[src/rtl/adder_pkg.sv]
// -----------------------------------------------------------------------------
// adder_pkg
// Shared constants and helpers for the ripple-carry adder slice.
//
// Contents:
//   MAX_WIDTH     - widest operand the adder is meant to be built at
//   width_legal() - true when a WIDTH value lies in 1..MAX_WIDTH
//   full_sum()    - reference {carry, sum} of one bit position
// -----------------------------------------------------------------------------
package adder_pkg;

  localparam int MAX_WIDTH = 64;

  function automatic bit width_legal(input int width);
    return (width >= 1) && (width <= MAX_WIDTH);
  endfunction

  // Returns {carry_out, sum} for a single bit position. Handy for anyone
  // building a different cell arrangement on top of this package.
  function automatic logic [1:0] full_sum(input logic a, input logic b,
                                          input logic ci);
    return {(a & b) | (ci & (a ^ b)), a ^ b ^ ci};
  endfunction

endpackage

[src/rtl/full_adder_bit.sv]
// -----------------------------------------------------------------------------
// full_adder_bit
// One purely combinational full-adder cell, the building block of the ripple
// chain in full_adder_unit.
//
// Ports:
//   a, b  in   1  operand bits
//   ci    in   1  carry-in from the next lower bit
//   s     out  1  sum bit
//   co    out  1  carry-out to the next higher bit
// -----------------------------------------------------------------------------
module full_adder_bit (
  input  logic a,
  input  logic b,
  input  logic ci,
  output logic s,
  output logic co
);

  logic half_sum;

  // The half-sum is shared: it forms the sum bit and decides whether an
  // incoming carry is propagated.
  assign half_sum = a ^ b;
  assign s        = half_sum ^ ci;
  assign co       = (a & b) | (ci & half_sum);

endmodule

[src/rtl/full_adder_unit.sv]
// -----------------------------------------------------------------------------
// full_adder_unit
// WIDTH-bit unsigned adder built from a ripple chain of full_adder_bit cells,
// computing {c, s} = a + b + cin. With OUT_REG=1 the result is registered
// (one cycle latency, one operand set per cycle, no backpressure); with
// OUT_REG=0 the result is combinational and out_valid mirrors in_valid.
//
// Parameters:
//   WIDTH    operand and sum width, 1..64
//   OUT_REG  1 = registered outputs, 0 = combinational outputs
//
// Ports:
//   clk        in   1      rising-edge clock
//   rst_n      in   1      asynchronous active-low reset
//   in_valid   in   1      operands valid this cycle
//   a, b       in   WIDTH  unsigned addends
//   cin        in   1      carry into bit 0
//   c          out  1      carry out of bit WIDTH-1
//   s          out  WIDTH  sum bits
//   out_valid  out  1      c/s hold a fresh result
// -----------------------------------------------------------------------------
module full_adder_unit
  import adder_pkg::*;
#(
  parameter int WIDTH   = 1,
  parameter bit OUT_REG = 1'b1
) (
  input  logic             clk,
  input  logic             rst_n,
  input  logic             in_valid,
  input  logic [WIDTH-1:0] a,
  input  logic [WIDTH-1:0] b,
  input  logic             cin,
  output logic             c,
  output logic [WIDTH-1:0] s,
  output logic             out_valid
);

  // carry[i] is the carry into bit i; carry[WIDTH] is the final carry-out.
  logic [WIDTH:0]   carry;
  logic [WIDTH-1:0] sum_comb;

  assign carry[0] = cin;

  // Ripple chain: each cell consumes the carry of the cell below it.
  for (genvar i = 0; i < WIDTH; i++) begin : g_bit
    full_adder_bit u_bit (
      .a  (a[i]),
      .b  (b[i]),
      .ci (carry[i]),
      .s  (sum_comb[i]),
      .co (carry[i+1])
    );
  end

  if (OUT_REG) begin : g_reg
    logic [WIDTH-1:0] s_q;
    logic             c_q;
    logic             valid_q;

    // Result registers only load on accepted operands so the last result
    // stays visible during idle cycles; reset clears them immediately.
    always_ff @(posedge clk or negedge rst_n) begin
      if (!rst_n) begin
        s_q <= '0;
        c_q <= 1'b0;
      end else if (in_valid) begin
        s_q <= sum_comb;
        c_q <= carry[WIDTH];
      end
    end

    // The valid flag marks only the cycle directly after an accepted input.
    always_ff @(posedge clk or negedge rst_n) begin
      if (!rst_n) begin
        valid_q <= 1'b0;
      end else begin
        valid_q <= in_valid;
      end
    end

    assign s         = s_q;
    assign c         = c_q;
    assign out_valid = valid_q;
  end else begin : g_comb
    // Without registers the clock has no job; it is kept on the port list so
    // both variants share one interface.
    logic unused_clk;
    assign unused_clk = clk;

    // Reset only gates the valid flag; the data path keeps tracking inputs.
    assign s         = sum_comb;
    assign c         = carry[WIDTH];
    assign out_valid = in_valid & rst_n;
  end

endmodule

[config.mk]
export PLATFORM = sky130hd
export DESIGN_NAME = full_adder_unit
export DESIGN_NICKNAME = d
export VERILOG_FILES = /design/src/rtl/adder_pkg.sv /design/src/rtl/full_adder_bit.sv /design/src/rtl/full_adder_unit.sv
export SDC_FILE = /design/constraint.sdc
export NUM_CORES = 1
export LEC_CHECK = 0
export CELL_PAD_IN_SITES_DETAIL_PLACEMENT = 1
export CELL_PAD_IN_SITES_GLOBAL_PLACEMENT = 2
export CORE_AREA = 3 3 40 42
export CTS_BUF_LIST = sky130_fd_sc_hd__clkbuf_16
export CTS_CLUSTER_DIAMETER = 50
export DETAILED_ROUTE_END_ITERATION = 8
export DIE_AREA = 0 0 43 45
export GPL_TIMING_DRIVEN = 0
export MAX_ROUTING_LAYER = met4
export PLACE_DENSITY_LB_ADDON = 0.1
export SYNTH_ARGS = -nofsm -noshare
export SYNTH_HDL_FRONTEND = slang
export SYNTH_SLANG_ARGS = --single-unit
[constraint.sdc]
create_clock -name clk -period 0.8 [get_ports clk]
set_input_delay 0.2 -clock clk [delete_from_list [all_inputs] [get_ports clk]]
set_output_delay 0.2 -clock clk [all_outputs]
set_load 0.05 [all_outputs]
==> Word level (Yosys, flattened, before mapping) <==
Index checks and enable logic that the tools add are counted.
{ "classes": {"n_bitwise": 5} }
{ "ops": {"columns": ["op", "n"], "rows": [
  ["$and A1 B1 Y1", 2],
  ["$xor A1 B1 Y1", 2],
  ["$or A1 B1 Y1", 1]
]} }
{ "totals": {"input_bits": 6, "regBits": 3, "elab_cells": 8} }

==> Longest topological paths before layout <==
Gate-level depths: netlist of run 1.
{ "logic_depth": {"ltp_word": 3, "ltp_mapped": 2} }

==> Cells and area by module <==
Synthesis of run 1 repeated with hierarchy kept, for this count alone.
{ "unflattened": {"cells_unflattened": 6, "area_unflattened_um2": 117.6} }
{ "modules_own_cells": {"columns": ["mod", "seq_area_each_um2", "area_each_um2", "n_inst", "cells_each"], "rows": [
  ["full_adder_unit", 75.1, 97.6, 1, 5],
  ["full_adder_bit", 0.0, 20.0, 1, 1]
]} }

==> Worst setup path before layout of run 1 <==
Ideal clock, no wire load.
{ "synth_path": {"path_type": "input port to flip-flop", "from": "input a", "to": "register g_reg.s_q, in the netlist s", "slack_ps": -226, "arrival_time_ps": 901, "required_time_ps": 675, "stages": 2, "setup_ps": 125, "cell_sequence": "fa_1 mux2_2"} }
{ "synth_between": {"elab_chain_len": 2} }
{ "synth_rtl": {"columns": ["item", "line", "rtl"], "rows": [
  ["start: declaration", "full_adder_unit.sv:31", "input logic [WIDTH-1:0] a,"],
  ["$xor A1 B1 Y1", "full_adder_bit.sv:24", "assign half_sum = a ^ b;"],
  ["$xor A1 B1 Y1", "full_adder_bit.sv:25", "assign s = half_sum ^ ci;"],
  ["end signal: assignment", "full_adder_unit.sv:68", "s_q <= sum_comb;"],
  ["end: declaration", "full_adder_unit.sv:57", "logic [WIDTH-1:0] s_q;"]
]} }
Every way passes these cells.
A chain may end at the register's enable or synchronous reset.

==> Worst setup path in the final report of run 1 <==
{ "layout_path": {"from": "register g_reg.c_q, in the netlist c", "to": "output c"} }
{ "layout_rtl": {"columns": ["item", "line", "rtl"], "rows": [
  ["start: declaration", "full_adder_unit.sv:58", "logic c_q;"],
  ["start signal: assignment", "full_adder_unit.sv:69", "c_q <= carry[WIDTH];"],
  ["end: declaration", "full_adder_unit.sv:34", "output logic c,"]
]} }
No word-level cell between the ends.

==> flow_summary.ini, run 1 <==
[sta]
fin_ws_ns = -0.1723
grt_setup_unrepaired = true
hold_ws_ns = 0.1628
fin_worst_skew_ns = 0
period_minus_slack_ns = 0.9723
min_period_over_period = 1.215
worst_slew_pin_slew_ns = 0.1796
setup_viol = 5
drv_slew = 0
slew_headroom = 0.8803
fmax_mhz = 1028
tns_ns = -0.5835
hold_violations = 0

[pwr]
cellLeakagePower_uw = 0.0001474
cellPowerDensity_mw_per_mm2 = 3667
vdd_drop_max_v = 0.0006967

[worst_setup_path]
worstPathArrival_ns = 0.77
setup.worst_path.end_class = output pin
critPathMaxStageDelay_ns = 0.40
crit_family = flip-flops
cp_slowest_cell = dfrtp_2
critPathLaunchType = flop
worstPathCellList = buf_6
critPathKind = reg -> out
required_ns = 0.60
crit_buf_inv = 1
cp_max_fo = 2

[route]
avgViaCountPerCell = 2.971
drt_pass1_iterations = 1
final_antenna_net_count = 0
wl_microns = 350
wl_per_cell_microns = 10.29
vias = 101
drt_iter0_drc = 0
drc = 0

[clock_tree]
clk_pin_slew_ns = 0.03
clkSinkCount = 3
hold_buffers = 0
h-tree-depth = 1
ctsLongestPathBuffers = 2
worstSkewPairLatency_ns = 0.22
cts_root_buf = clkbuf_16
numCtsBuffers = 3
cts_tree = yes

[finish]
finalNetCount = 27
drive_gt1_frac = 0.7368
layout_common_cells = buf_6, clkbuf_16, mux2_4, dfrtp_1
finalInstanceArea_sq_um = 314.1
final_common_cell = buf_6
num-fill-cells = 141
diodes = 0
area.growth.synth_to_final_pct = 167.0
utilization = 0.2444

[logic_synthesis]
ys_seq_area_frac = 0.6383
yosys.area_share.xor_xnor = 0
synth.distinct_cells = 3
syn_avg_cell_area_sq_um = 19.60
postSynthCellCount = 6
synthMuxAreaShare = 0.1915
ys_ff_latch = 3
synth_warnings = 0
synth_top_family_by_area = multiplexers
synthAdderAreaFrac = 0.1702
syn_area_sq_um = 117.6
yosys.area_share.simple = 0
synth-compound-area-share = 0
syn-num-nets = 13

[grt]
track_usage = 0.05250
grt_pass1_wl_microns = 538
grt_use_met2 = 0.05389
overflow = 0
met3_usage = 0.04781
grt_util_met1 = 0.04623
grt_max_degree = 4
antenna_found_initial = 0
first_global_vias = 129
busiest_layer = met4

[floorplanning]
dieHeight_microns = 45
num_rows = 13
dieArea_sq_mm = 0.001935
core-area_sq_mm = 0.001285
start_util = 0.09153
io_pins = 9
die_w_microns = 43

[placement]
place_congestion = 0.6398
place_worst_setup_slack_ns = -0.7352
portBuffers = 8
placed_area_sq_um = 224.0

[run_status]
failed_checks = negative setup slack
status = complete, but fails checks

[flow_run]
drv_cap = 0

[min_path]
hp-class = in -> async
==> cells by family after synthesis <==
| kind of cell | Yosys count |
|---|---|
| adder cells (fa/ha/maj) | 1 |
| flip-flops | 3 |
| multiplexers | 2 |
==> path summary, 6_finish.rpt <==
kind | slack [ns] | endpoint | cells after the start | startpoint
worst max-delay path | -0.17 | c | 1 | c
worst min-delay path | 0.16 | c | 1 | rst_n
worst max register to register | -0.09 | s | 2 | s
worst min register to register | 0.53 | c | 1 | c
max in group asynchronous | 0.48 | c | 1 | rst_n
min in group clk | 0.33 | out_valid | 1 | in_valid
==> power breakdown <==
part | internal [uW] | total (uW) | switching, uW
sequential | 173 | 187 | 13.5
combinational | 94.5 | 194 | 99.2
clock | 644 | 771 | 127
==> cell usage after synthesis <==
cell type	n	area [sq um]
mux2_2	2	22.52
fa_1	1	20.02
dfrtp_1	3	75.07
==> registers in the layout, indices dropped and copies added (netlist names) <==
register / count
c: 1
out_valid: 1
s: 1
==> cell type report <==
cell class	count	area [sq um]	area share
Timing Repair Buffer	9	87.58	0.2789
Sequential cell	3	76.32	0.2430
Clock buffer	3	75.07	0.2390
Multi-Input combinational cell	3	52.55	0.1673
Tap cell	15	18.77	0.05976
Clock inverter	1	3.754	0.01195
==> per-stage QoR <==
step / std cells / power (uW)
after CTS: 34 / 1165
after global placement: 29 / 355.6
after detailed placement: 29 / 356.2
after global routing: 34 / 1203
final: 34 / 1151
after floorplan: 6 / 276.4
==> what timing repair did <==
| item | 4_1_cts | 5_1_grt |
|---|---|---|
| hold endpoints to repair | 0 | 0 |
| pin swaps | 1 | 1 |
| setup endpoints to repair | 5 | 5 |
| setup buffers | 1 | 0 |
| gates resized for setup | 36 | 1 |
==> layer usage <==
| metal | vias to the layer above | wire length [microns] |
|---|---|---|
| met1 | 48 | 151 |
| met2 | 8 | 149 |
| met5 | - | 0 |
| met4 | 0 | 0 |
| li1 | 45 | - |
| met3 | 0 | 49 |
No activity file was read; power rests on OpenSTA's default activity.
==> run 2, diff against run 1 <==
Settings changed: GPL_ROUTABILITY_DRIVEN from default to 1.
==> results of run 2 <==
No change in the layout: final DEF, timing and power equal those of run 1.
